[src/rtl/mc_ctrl_pkg.sv]
// Shared encodings for the multi-cycle controller, its datapath and the bench.
package mc_ctrl_pkg;

  typedef enum logic [3:0] {
    StFetch    = 4'd0,
    StDecode   = 4'd1,
    StMemAddr  = 4'd2,
    StMemRead  = 4'd3,
    StMemWb    = 4'd4,
    StMemWrite = 4'd5,
    StExec     = 4'd6,
    StRWb      = 4'd7,
    StBranch   = 4'd8,
    StJump     = 4'd9,
    StAddiExec = 4'd10,
    StAddiWb   = 4'd11
  } mc_state_e;

  localparam logic [5:0] OpRType = 6'b000000;
  localparam logic [5:0] OpLw    = 6'b100011;
  localparam logic [5:0] OpSw    = 6'b101011;
  localparam logic [5:0] OpBeq   = 6'b000100;
  localparam logic [5:0] OpJ     = 6'b000010;
  localparam logic [5:0] OpAddi  = 6'b001000;

  localparam logic [1:0] AluOpAdd   = 2'b00;
  localparam logic [1:0] AluOpSub   = 2'b01;
  localparam logic [1:0] AluOpFunct = 2'b10;

  localparam logic [1:0] PcSrcAlu    = 2'b00;
  localparam logic [1:0] PcSrcAluOut = 2'b01;
  localparam logic [1:0] PcSrcJump   = 2'b10;

  localparam logic [1:0] AluBReg    = 2'b00;
  localparam logic [1:0] AluBFour   = 2'b01;
  localparam logic [1:0] AluBImm    = 2'b10;
  localparam logic [1:0] AluBImmSh  = 2'b11;

endpackage

[src/rtl/multi_cycle_ctr.sv]
// Multi-cycle MIPS-style control FSM: registered state, control outputs decoded
// from the current state plus memReady/opCode so handshakes take effect the same cycle.
module multi_cycle_ctr
  import mc_ctrl_pkg::*;
#(
  parameter bit MEM_WAIT_EN = 1'b1
) (
  input  logic       clk,
  input  logic       reset,
  input  logic [5:0] opCode,
  input  logic       memReady,
  output logic       pcWrite,
  output logic       pcWriteCond,
  output logic       iorD,
  output logic       memRead,
  output logic       memWrite,
  output logic       memToReg,
  output logic       irWrite,
  output logic       aluSrcA,
  output logic       regWrite,
  output logic       regDst,
  output logic [1:0] pcSource,
  output logic [1:0] aluOp,
  output logic [1:0] aluSrcB,
  output logic       instrDone,
  output logic       illegalOp,
  output logic [3:0] state
);

  mc_state_e state_q, state_d;
  logic      mem_rdy;
  logic      last_cyc;

  assign mem_rdy = MEM_WAIT_EN ? memReady : 1'b1;

  always_ff @(posedge clk) begin
    if (reset) begin
      state_q <= StFetch;
    end else begin
      state_q <= state_d;
    end
  end

  always_comb begin
    state_d     = StFetch;
    last_cyc    = 1'b0;
    pcWrite     = 1'b0;
    pcWriteCond = 1'b0;
    iorD        = 1'b0;
    memRead     = 1'b0;
    memWrite    = 1'b0;
    memToReg    = 1'b0;
    irWrite     = 1'b0;
    aluSrcA     = 1'b0;
    regWrite    = 1'b0;
    regDst      = 1'b0;
    pcSource    = PcSrcAlu;
    aluOp       = AluOpAdd;
    aluSrcB     = AluBReg;
    illegalOp   = 1'b0;

    case (state_q)
      StFetch: begin
        memRead = 1'b1;
        aluSrcB = AluBFour;
        if (mem_rdy) begin
          irWrite = 1'b1;
          pcWrite = 1'b1;
          state_d = StDecode;
        end else begin
          state_d = StFetch;
        end
      end
      StDecode: begin
        aluSrcB = AluBImmSh;
        case (opCode)
          OpLw, OpSw: state_d = StMemAddr;
          OpRType:    state_d = StExec;
          OpBeq:      state_d = StBranch;
          OpJ:        state_d = StJump;
          OpAddi:     state_d = StAddiExec;
          default: begin
            illegalOp = 1'b1;
            state_d   = StFetch;
          end
        endcase
      end
      StMemAddr: begin
        aluSrcA = 1'b1;
        aluSrcB = AluBImm;
        state_d = (opCode == OpLw) ? StMemRead : StMemWrite;
      end
      StMemRead: begin
        memRead = 1'b1;
        iorD    = 1'b1;
        state_d = mem_rdy ? StMemWb : StMemRead;
      end
      StMemWb: begin
        regWrite = 1'b1;
        memToReg = 1'b1;
        last_cyc = 1'b1;
      end
      StMemWrite: begin
        iorD     = 1'b1;
        memWrite = 1'b1;
        last_cyc = mem_rdy;
        state_d  = mem_rdy ? StFetch : StMemWrite;
      end
      StExec: begin
        aluSrcA = 1'b1;
        aluOp   = AluOpFunct;
        state_d = StRWb;
      end
      StRWb: begin
        regWrite = 1'b1;
        regDst   = 1'b1;
        last_cyc = 1'b1;
      end
      StBranch: begin
        aluSrcA     = 1'b1;
        aluOp       = AluOpSub;
        pcWriteCond = 1'b1;
        pcSource    = PcSrcAluOut;
        last_cyc    = 1'b1;
      end
      StJump: begin
        pcWrite  = 1'b1;
        pcSource = PcSrcJump;
        last_cyc = 1'b1;
      end
      StAddiExec: begin
        aluSrcA = 1'b1;
        aluSrcB = AluBImm;
        state_d = StAddiWb;
      end
      StAddiWb: begin
        regWrite = 1'b1;
        last_cyc = 1'b1;
      end
      default: state_d = StFetch;
    endcase

    instrDone = last_cyc;

    // Reset forces every output low immediately so an abandoned access never writes.
    if (reset) begin
      pcWrite     = 1'b0;
      pcWriteCond = 1'b0;
      iorD        = 1'b0;
      memRead     = 1'b0;
      memWrite    = 1'b0;
      memToReg    = 1'b0;
      irWrite     = 1'b0;
      aluSrcA     = 1'b0;
      regWrite    = 1'b0;
      regDst      = 1'b0;
      pcSource    = 2'b00;
      aluOp       = 2'b00;
      aluSrcB     = 2'b00;
      instrDone   = 1'b0;
      illegalOp   = 1'b0;
    end
  end

  assign state = reset ? 4'd0 : state_q;

endmodule

[config.mk]
export PLATFORM = sky130hd
export DESIGN_NAME = multi_cycle_ctr
export DESIGN_NICKNAME = d
export VERILOG_FILES = /design/src/rtl/mc_ctrl_pkg.sv /design/src/rtl/multi_cycle_ctr.sv
export SDC_FILE = /design/constraint.sdc
export NUM_CORES = 1
export LEC_CHECK = 0
export BUFFER_PORTS_ARGS = -buffer_cell sky130_fd_sc_hd__buf_4
export CORE_MARGIN = 5
export CORE_UTILIZATION = 45
export CTS_CLUSTER_DIAMETER = 80
export DETAILED_ROUTE_END_ITERATION = 10
export PLACE_DENSITY_LB_ADDON = 0.3
export RECOVER_POWER = 25
export SYNTH_ARGS = -nofsm -noshare
export SYNTH_HDL_FRONTEND = slang
export SYNTH_SLANG_ARGS = --single-unit
[constraint.sdc]
create_clock -name clk -period 1.9 [get_ports clk]
set_clock_uncertainty 0.05 [all_clocks]
set_input_delay 0.095 -clock clk [delete_from_list [all_inputs] [get_ports clk]]
set_output_delay 0.095 -clock clk [all_outputs]
set_load 0.02 [all_outputs]
==> Yosys cells after proc, flatten, opt, wreduce, memory -nomap -nowiden <==
Cells that the tools add are included.
{ "word_totals": {"register_bits": 4, "input_bits": 9, "out_inout_bits": 22, "elab_cells": 66} }
{ "classes": {"eq_ne": 16, "mux": 39, "reduce_logical": 10} }
{ "op_table": {"columns": ["operator", "n"], "rows": [
  ["one-hot mux 4 bit (7 select lines)", 1],
  ["2-to-1 mux 1 bit", 25],
  ["one-hot mux 4 bit (5 select lines)", 1],
  ["equality test 4 x 3 -> 1 bit (second input constant)", 4],
  ["equality test 4 bit (second input constant)", 4],
  ["equality test 6 bit (second input constant)", 2],
  ["2-to-1 mux 3 bit", 3],
  ["equality test 4 x 2 -> 1 bit (second input constant)", 2],
  ["one-hot mux 2 bit (2 select lines)", 2],
  ["OR reduction 2 bit", 4],
  ["equality test 6 x 2 -> 1 bit (second input constant)", 1],
  ["equality test 6 x 3 -> 1 bit (second input constant)", 1],
  ["equality test 6 x 4 -> 1 bit (second input constant)", 1],
  ["zero test 6 bit", 1],
  ["2-to-1 mux 2 bit", 3],
  ["one-hot mux 2 bit (3 select lines)", 1],
  ["OR reduction 6 bit", 1],
  ["OR reduction 5 bit", 1],
  ["equality test 4 x 1 -> 1 bit (second input constant)", 1],
  ["zero test 4 bit", 1],
  ["2-to-1 mux 4 bit", 1],
  ["one-hot mux 1 bit (2 select lines)", 2],
  ["OR reduction 4 bit", 1],
  ["OR reduction 3 bit", 1]
]} }

==> Depth between registers and ports, before layout <==
{ "logic_depth": {"word_depth": 5, "ltp_mapped": 6, "ltp_nobuf": 4} }

==> Worst setup path after synthesis <==
OpenSTA, ideal clock, no wires.
{ "synth_timing": {"path_type": "register to output", "from": "register state_q[2]", "to": "output aluSrcA", "arrival_time_ps": 1763, "required_ps": 1755, "setup_slack_ps": -8, "path_stages_with_launch": 4, "path_buffers": 2, "cell_sequence": "dfxtp_1 -> buf_2 -> buf_2 -> a2111oi_0"} }
{ "synth_via": {"elab_chain_cells": 4, "elab_cells_between_ends": 7, "cone_classes": "eq/ne: 4; mux: 2; reduce/logical: 1"} }
{ "synth_rtl": {"columns": ["element", "line", "source"], "rows": [
  ["start, declared", "multi_cycle_ctr.sv:30", "mc_state_e state_q, state_d;"],
  ["start signal, assigned", "multi_cycle_ctr.sv:38", "state_q <= StFetch;"],
  ["start signal, assigned", "multi_cycle_ctr.sv:40", "state_q <= state_d;"],
  ["equality test 4 bit (tied with other cells)", "multi_cycle_ctr.sv:62", "case (state_q)"],
  ["OR reduction 4 bit (no source line) (*)", null, null],
  ["2-to-1 mux 1 bit (*)", "multi_cycle_ctr.sv:62", null],
  ["2-to-1 mux 1 bit (*)", "multi_cycle_ctr.sv:146", "if (reset) begin"],
  ["end, declared", "multi_cycle_ctr.sv:19", "output logic aluSrcA,"]
]} }
Mark *: on every way between the ends. The rest lies on a longest branch, timed or not.

==> Final worst setup path <==
{ "layout_timing": {"from": "register state_q[3]", "to": "output aluSrcA"} }
The elaborated chain is that of the path after synthesis.

==> results.py <==
metrics = {
    "run_status": {
        "status": "finished, final reports clean",
    },
    "placement": {
        "io_buffers": 30,
        "hpwl_mm": 1.53,
        "routabilityCongestion": 0.782,
    },
    "global_route": {
        "grt_pass1_vias": 729,
        "track_usage_pct": 16.0,
        "grt_first_pass_wirelength_mm": 3.22,
        "overflow": 0,
        "antenna_found_initial": 0,
        "grt_max_degree": 20,
    },
    "yosys": {
        "ys.flop_type": "dfxtp_1",
        "yosysSeqAreaShare_pct": 12.1,
        "yosysMostFrequentCell": "nor2_1",
        "synth_area_leaders": "dfxtp_1, nor2_1, nor3_1, a21oi_1, o21ai_0",
        "avgSynthCellArea_um2": 6.69,
        "synthArstFlopShare_pct": 0,
        "syn_nets": 108,
        "synth-edff-count": 0,
        "yosysTopAreaCellShare_pct": 12.1,
        "syn-cell-area_um2": 662,
        "synth_warnings": 0,
        "synth_cell_types": 35,
        "netlist_instances": 99,
        "ys_ff_latch": 4,
        "synthTopCellsByCount": "nor2_1, nor3_1, a21oi_1, o21ai_0, nand2_1",
        "yosysTopAreaCell": "dfxtp_1",
    },
    "clock_tree": {
        "cts-buffers-inserted": 3,
        "htree_levels": 1,
        "clock_latency_ns": 0.24,
        "cts.sinks": 4,
        "max-clock-path-buffers": 2,
        "cts_tree": "yes",
        "cts_resized": 0,
        "clk_pin_slew_ns": 0.04,
        "root_buffer": "clkbuf_4",
        "cts_setup_buffers": 0,
        "cts-hold-fix-buffers": 0,
    },
    "sta": {
        "drv_slew": 0,
        "period_minus_slack_ns": 1.80,
        "fmaxAchievable_ghz": 0.555,
        "worst_pin_slew_ns": 0.520,
        "slew_headroom_pct": 65.3,
        "setup_viol": 0,
        "hold_violations": 0,
        "rsz0062_at_grt": "no",
        "holdWs_ns": 0.199,
        "fin_tns_setup_ns": 0,
        "fin_crit_sh_pct": 94.8,
    },
    "setup_path": {
        "crit_type": "register to primary output",
        "cp-end-kind": "primary output",
        "cp-start-kind": "register",
        "required_ns": 1.75,
        "crit_path_max_fanout": 16,
        "worstPathArrival_ns": 1.66,
    },
    "finish": {
        "drive_gt1_share_pct": 32.5,
        "diodes": 0,
        "nets": 137,
        "synthToLayoutAreaGrowth_pct": 32.3,
        "largest_register": "state_q",
        "largest_reg_flops": 4,
        "reg_top3": "state_q: 4 flops",
        "fillers": 129,
    },
    "floorplanning": {
        "row_count": 13,
        "start_util_pct": 49.0,
        "boundaryPins": 31,
        "die_h_um": 48.4,
        "core_area_um2": 1350,
        "die-area_um2": 2340,
        "chipWidth_um": 48.4,
    },
    "routing": {
        "vias": 834,
        "vias_per_cell": 5.91,
        "wl_mm": 1.99,
        "drc_errors": 0,
        "wire_per_inst_um": 14.1,
        "drtIter0Drc": 27,
        "final_antenna_net_count": 0,
        "drtPass1Iterations": 4,
    },
    "power_and_ir_drop": {
        "power.leakage_nw": 0.384,
        "power.density_nw_per_um2": 341,
        "vdd_drop_max_mv": 0.178,
    },
    "min_path": {
        "hp-class": "input pin to register",
    },
    "run": {
        "drv_cap": 0,
    },
}
## where the power goes
part	internal, W	switching [W]
logic	0.0000414	0.0000573
clock network	0.0000709	0.0000379
registers	0.0000862	0.00000540
## worst max-delay path: stages, from the launching register on
cell	delay, ns
dfxtp_1	0.64
nor2_1	0.12
a2111oi_1	0.43
buf_4	0.23
## path summary, 6_finish.rpt
check / slack [ns] / to / cells after the start / start
setup / recovery: 0.1 / aluSrcA / 3 / state_q[3]$_SDFF_PP0_
hold / removal: 0.20 / state_q[0]$_SDFF_PP0_ / 3 / reset
setup reg to reg: 0.31 / state_q[0]$_SDFF_PP0_ / 4 / state_q[0]$_SDFF_PP0_
hold reg to reg: 0.71 / state_q[1]$_SDFF_PP0_ / 3 / state_q[1]$_SDFF_PP0_
## layout make-up
class                      count  area (um2)  area share, %
inverter                       2        7.51          0.857
multi-input combinational     82         499           57.0
sequential                     4        80.1           9.14
clock buffer                   3        22.5           2.57
tap                           15        18.8           2.14
timing repair buffer          35         248           28.3
## cell families (layout without fill, tap and decap cells)
logic type	after synthesis	after routing	share of synthesized area, %
AOI/OAI and AO/OA	28	28	28.5
xor gates and xnor gates	3	3	3.97
buffers and inverters	13	40	11.5
DFF	4	4	12.1
and+or+nand+nor	51	51	43.9
## through the flow
| stage | cell area (um2) | util (%) | power (W) | setup slack (ns) | std cells |
|---|---|---|---|---|---|
| finish | 876 | 64.9 | 0.000299 | 0.0989 | 141 |
| global route | 876 | 64.9 | 0.000315 | 0.0451 | 141 |
| CTS | 898 | 66.5 | 0.000301 | 0.111 | 141 |
| detailed placement | 876 | 64.9 | 0.000194 | 0.363 | 138 |
| global placement | 876 | 64.9 | 0.000192 | 0.437 | 138 |
| floorplan | 663 | - | 0.000153 | 0.117 | 99 |
## layout by cell type, fill, tap and decap left out, drive strengths merged
| master | n |
|---|---|
| nand2 | 6 |
| nor3b | 3 |
| and3b | 1 |
| dfxtp | 4 |
| a21oi | 8 |
| xor2 | 3 |
| o32a | 1 |
| o21ai | 8 |
| and3 | 4 |
| inv | 2 |
| nor3 | 10 |
| clkbuf | 7 |
| nor2b | 3 |
| or3 | 1 |
| nor2 | 14 |
| or2 | 1 |
| a311o | 2 |
| o21a | 1 |
| a2111oi | 2 |
| a31o | 2 |
| o211ai | 2 |
| a31oi | 1 |
| nor4 | 3 |
| buf | 31 |
| and2 | 1 |
| a221oi | 1 |
| nand2b | 4 |
## metal layers
layer | vias to the layer above | GRT usage, % | share of wire, %
met1 | 382 | 18.5 | 41
met3 | 4 | 4.59 | 9.0
met5 | - | 0 | 0
li1 | 411 | - | -
met4 | 0 | 5.99 | 1.4
met2 | 37 | 27.4 | 48
No activity file was read; power rests on OpenSTA's default activity.
